File: src/rtl/adder_issue_pkg.sv
// Shared types and widths for the adder issue buffer.
// Physical register address width is 5+RB.
package adder_issue_pkg;

  localparam int RB  = 2;
  localparam int PW  = 5 + RB;
  localparam int NPR = 32 * (2 ** RB);

  localparam int ADDER_DISPAT_DW   = 2 + 3 * PW + 64 + 2;
  localparam int ADDER_EXEPARAM_DW = 2 + PW + 64 + 64 + 1;

  typedef logic [PW-1:0] paddr_t;

  typedef struct packed {
    logic        add;
    logic        sub;
    paddr_t      rd0;
    paddr_t      rs1;
    paddr_t      rs2;
    logic [63:0] imm;
    logic        use_imm;
    logic        is32;
  } dispat_t;

  typedef struct packed {
    logic        add;
    logic        sub;
    paddr_t      rd0;
    logic [63:0] op1;
    logic [63:0] op2;
    logic        is32;
  } exeparam_t;

endpackage

File: src/rtl/adder_issue_lowbit_sel.sv
// Lowest-set-bit one-hot select with a found flag.
// Used for free-slot and eligible-entry selection.
module lowbit_sel #(
  parameter int DP = 4
) (
  input  logic [DP-1:0] req,
  output logic [DP-1:0] oh,
  output logic          found
);

  // Two's complement trick isolates the lowest set bit.
  assign oh    = req & (~req + DP'(1));
  assign found = |req;

endmodule

File: src/rtl/adder_issue.sv
// Issue buffer feeding the integer adder: waits for source writeback,
// reads the regfile and registers one packet per cycle.
import adder_issue_pkg::*;

module adder_issue #(
  parameter int DP = 4
) (
  input  logic                         CLK,
  input  logic                         RSTn,
  input  logic                         adder_dispat_vaild,
  output logic                         adder_dispat_ready,
  input  logic [ADDER_DISPAT_DW-1:0]   adder_dispat_info,
  input  logic [NPR-1:0]               wbLog_qout,
  output logic [PW-1:0]                rs1_addr,
  input  logic [63:0]                  rs1_data,
  output logic [PW-1:0]                rs2_addr,
  input  logic [63:0]                  rs2_data,
  input  logic                         flush,
  output logic                         adder_exeparam_vaild,
  output logic [ADDER_EXEPARAM_DW-1:0] adder_exeparam
);

  logic [DP-1:0] valid_q, valid_d;
  dispat_t       ent_q [DP];
  dispat_t       ent_d [DP];
  logic          exe_vld_q, exe_vld_d;
  exeparam_t     exe_q, exe_d;

  dispat_t       din;
  dispat_t       sel;
  logic [DP-1:0] free_oh, elig, sel_oh;
  logic          free_found, sel_found, accept;

  assign din = dispat_t'(adder_dispat_info);

  always_comb begin
    elig = '0;
    for (int i = 0; i < DP; i++) begin
      elig[i] = valid_q[i]
              && wbLog_qout[ent_q[i].rs1]
              && (ent_q[i].use_imm || wbLog_qout[ent_q[i].rs2]);
    end
  end

  lowbit_sel #(.DP(DP)) u_free (
    .req   (~valid_q),
    .oh    (free_oh),
    .found (free_found)
  );

  lowbit_sel #(.DP(DP)) u_sel (
    .req   (elig),
    .oh    (sel_oh),
    .found (sel_found)
  );

  assign adder_dispat_ready = free_found;
  assign accept = adder_dispat_vaild && free_found;

  always_comb begin
    sel = '0;
    for (int i = 0; i < DP; i++) begin
      if (sel_oh[i]) sel = ent_q[i];
    end
  end

  assign rs1_addr = sel.rs1;
  assign rs2_addr = sel.rs2;

  always_comb begin
    valid_d   = valid_q;
    ent_d     = ent_q;
    exe_d     = exe_q;
    exe_vld_d = sel_found && !flush;

    if (sel_found) valid_d = valid_d & ~sel_oh;

    if (accept) begin
      valid_d = valid_d | free_oh;
      for (int i = 0; i < DP; i++) begin
        if (free_oh[i]) ent_d[i] = din;
      end
    end

    // Flush wins over both dispatch and issue.
    if (flush) valid_d = '0;

    if (exe_vld_d) begin
      exe_d.add  = sel.add;
      exe_d.sub  = sel.sub;
      exe_d.rd0  = sel.rd0;
      exe_d.op1  = rs1_data;
      exe_d.op2  = sel.use_imm ? sel.imm : rs2_data;
      exe_d.is32 = sel.is32;
    end
  end

  always_ff @(posedge CLK or negedge RSTn) begin
    if (!RSTn) begin
      valid_q   <= '0;
      exe_vld_q <= 1'b0;
      exe_q     <= '0;
      for (int i = 0; i < DP; i++) ent_q[i] <= '0;
    end else begin
      valid_q   <= valid_d;
      exe_vld_q <= exe_vld_d;
      exe_q     <= exe_d;
      for (int i = 0; i < DP; i++) ent_q[i] <= ent_d[i];
    end
  end

  assign adder_exeparam_vaild = exe_vld_q;
  assign adder_exeparam       = exe_q;

endmodule

File: config.mk
export PLATFORM = sky130hd
export DESIGN_NAME = adder_issue
export DESIGN_NICKNAME = d
export VERILOG_FILES = /design/src/rtl/adder_issue_pkg.sv /design/src/rtl/adder_issue_lowbit_sel.sv /design/src/rtl/adder_issue.sv
export SDC_FILE = /design/constraint.sdc
export NUM_CORES = 1
export LEC_CHECK = 0
export CELL_PAD_IN_SITES_DETAIL_PLACEMENT = 1
export CELL_PAD_IN_SITES_GLOBAL_PLACEMENT = 1
export CORE_MARGIN = 1
export CORE_UTILIZATION = 47
export CTS_CLUSTER_SIZE = 16
export DETAILED_ROUTE_END_ITERATION = 6
export GPL_TIMING_DRIVEN = 0
export PLACE_DENSITY = 0.87
export SLEW_MARGIN = 20
export SYNTH_ARGS = -nofsm -noshare
export SYNTH_HDL_FRONTEND = slang
export SYNTH_SLANG_ARGS = --single-unit
File: constraint.sdc
create_clock -name CLK -period 6 [get_ports CLK]
set_clock_uncertainty 0.2 [all_clocks]
set_input_delay 0.6 -clock CLK [delete_from_list [all_inputs] [get_ports CLK]]
set_output_delay 0.6 -clock CLK [all_outputs]
set_load 0.03 [all_outputs]
==> metrics.txt <==
total number of vias 27300; Post-synth top cells 499 x dfrtp_1, 441 x mux2_2, 217 x mux4_2; sequential area share after synthesis 41.6%; Synth Flop Type dfrtp_1; global route overflow 0; IO buf count 501; Hold Crit Class input pin to flop; CP Launch Type input pin; die width 255 um; Placed Instances 3667; asr flop ratio synth 100%; CTS H-tree lvls 2; Pwr Density 454 nW/um^2; Final Slew Violations 0; Hold WS 0.114 ns; post-synth top area cell dfrtp_1; met3 wire length 17800 um; 1st-iter DRT viols 3317; CP endpoint rs1_addr[4]; critical-path maximum fanout 10; Least-Margin Pin Slew 1.20 ns; fin crit share 101%; Core Area 63100 um^2; outcome finished, violations left; clk_lat worst skew 0.64 ns; Max VDD drop 0.375 mV; fin nets 3227; Ports 503; FF-to-FF path depth 14; failing checks negative setup slack; Critical Path Max Stage Delay 0.94 ns; routed wire length 148000 um; FF-to-FF End adder_exeparam[129]; CP Buf/Inv Count 7; Syn Inst Count 2315; TritonRoute pass-1 iters 6; routed wl met2 68500 um; HPWL reported at the end of detailed placement 102000 um; drt wl/cell 39.1 um; post-route ant nets 0; worst slack, placed -1.50 ns; EDFF count, synth 0; syn nets 2664; Yosys top cell area share 41.6%; Final Wtd Congestion 1.04; Synth area leaders dfrtp_1 42%, mux2_2 17%, mux4_2 16%; Lkg Pwr 15.7 nW; post-synth cell types 64; synthesis-to-finish area growth 28.6%; Hold Fails Final Rpt 0; CTS tree built; setup_tns -0.173 ns; vias in the first global route 29300; Root Driver clkbuf_16; initial core utilization 47.6%; drc violations 0; syn_area_per_cell 13.0 um^2; first-pass GRT wire length 210000 um; CP startpoint wbLog_qout[5]; number of synthesized register bits 499; reg2reg setup slack 0.19 ns; RSZ-0062 raised after global routing false; # rows 92; Synth Warn # 0; Max stage delay cell, worst path clkdlybuf4s50_1; Reg-to-Reg Start ent_q[69]; CTS Buf Count 53; largest net degree at the start of global routing 102; crit path kind input pin to primary output; CP cell instances clkdlybuf4s50_1 -> mux4_2 -> a2bb2oi_1 -> a22oi_1 -> a311o_1 -> nand4_1 -> buf_4 -> o2111a_1 -> clkbuf_4 -> buf_2 -> clkbuf_4 -> a22oi_1 -> o21ai_1 -> buf_4 -> clkdlybuf4s15_2; slew margin rel. 19.7%; Die ar. 64900 um^2; crit path DAT 5.25 ns; share of cells above drive strength 1 31.7%; met1 wire length 51900 um; CP endpoint kind primary output; CP Data Required Time 5.20 ns; Die Span Y 255 um; Setup Viol. Count Final 5; GRT Util Overall 45.0%; Max-Cap Viols 0; Tmin final 6.05 ns; top-count cell post-synth dfrtp_1; Max clock buf depth 3; WP depth 15; antenna violations before repair 21; Reg clk slew, reported paths 0.06 ns; kind of cell adding the most delay to the critical path buffers and inverters; clock sinks 499; Final Non-Filler Cells 3781; cell area after synthesis 30000 um^2; via/cell ratio 7.23; highest metal used met5; worst setup margin -0.0517 ns; Max Freq 165 MHz
## metrics by stage
step | total power [mW] | area, um^2 | utilization (%)
floorplan | 10.0 | 30000 | -
global placement | 12.8 | 36100 | 57.3
detailed placement | 13.2 | 36300 | 57.5
CTS | 17.3 | 38400 | 60.9
global route | 18.0 | 38600 | 61.3
finish | 17.5 | 38600 | 61.3
## area by class of cell
cell class	count	area (um^2)
clock inverters	29	428
clock buffers	69	1510
diodes	14	35.0
flip-flops and latches	499	12500
fillers	6184	24400
plain buffers	227	1270
inverters	14	52.6
repair buffers	514	5300
well taps	846	1060
multi-input cells	1569	16500
## report_power, final
group          switching, mW  total, mW  internal [mW]
logic                   4.66       8.43           3.77
registers              0.892       5.39           4.50
clock network           1.59       3.72           2.13
## layout by cell type, fill, tap and decap left out, drive strengths merged, types with 9 or more instances in the layout
master	n
dfrtp	499
clkdlybuf4s50	453
mux2	441
mux4	217
clkbuf	200
nor2	120
mux2i	110
buf	108
nor2b	102
a221oi	82
o2bb2ai	65
a221o	65
a22oi	59
nand2	58
a21oi	31
dlymetal6s2s	29
o21ai	25
nand3	19
clkinv	16
inv	15
diode	14
clkdlybuf4s15	14
a2bb2oi	12
nand2b	11
nand4	10
o211ai	9
a211oi	9
## worst min-delay path by stage
stage / start / endpoint / slack, ns / depth (start not counted)
floorplan: RSTn / adder_exeparam[0] / 0.10 / 0
global placement: ent_q[194] / ent_q[194] / 0.29 / 1
detailed placement: ent_q[173] / ent_q[173] / 0.29 / 1
CTS: flush / valid_q[1] / 0.08 / 2
global route: flush / valid_q[1] / 0.14 / 2
finish: flush / valid_q[1] / 0.11 / 2
## logic make-up (layout without fill, tap and decap cells)
| kind of cell | after synthesis | after routing | synth area share (%) |
|---|---|---|---|
| buffers and inverters | 247 | 853 | 3.99 |
| multiplexers | 768 | 768 | 36.5 |
| AND/OR/NAND/NOR | 372 | 372 | 6.32 |
| AO/OA/AOI/OAI | 429 | 429 | 11.7 |
| other | 0 | 14 | 0 |
| flip-flops | 499 | 499 | 41.6 |
## per-layer routing
metal	vias up	GRT usage [%]
met5	-	0.602
met4	16	24.7
met3	584	14.9
met2	2230	70.3
met1	14200	55.2
li1	10300	-
## worst register-to-register path: cells and delay by family, from the launching register on
| kind | cells | cell delay (ns) |
|---|---|---|
| buffers and inverters | 5 | 2.19 |
| and+or+nand+nor | 6 | 1.56 |
| AOI/OAI and AO/OA | 3 | 1.20 |
| DFF | 1 | 0.56 |
## registers in the layout (all words and copies together) (netlist names)
name                  cells
adder_exeparam          138
adder_exeparam_vaild      1
ent_q                   356
valid_q                   4
## what timing repair did
action | in CTS | in global routing
hold buffers | 1 | 0
pin swaps | 3 | 2
hold endpoints to repair | 63 | 0
endpoints found under the setup margin | 14 | 14
gates cloned | 0 | 0
setup buffers | 5 | 2
resized for setup | 113 | 72
No activity file was read; power rests on OpenSTA's default activity.
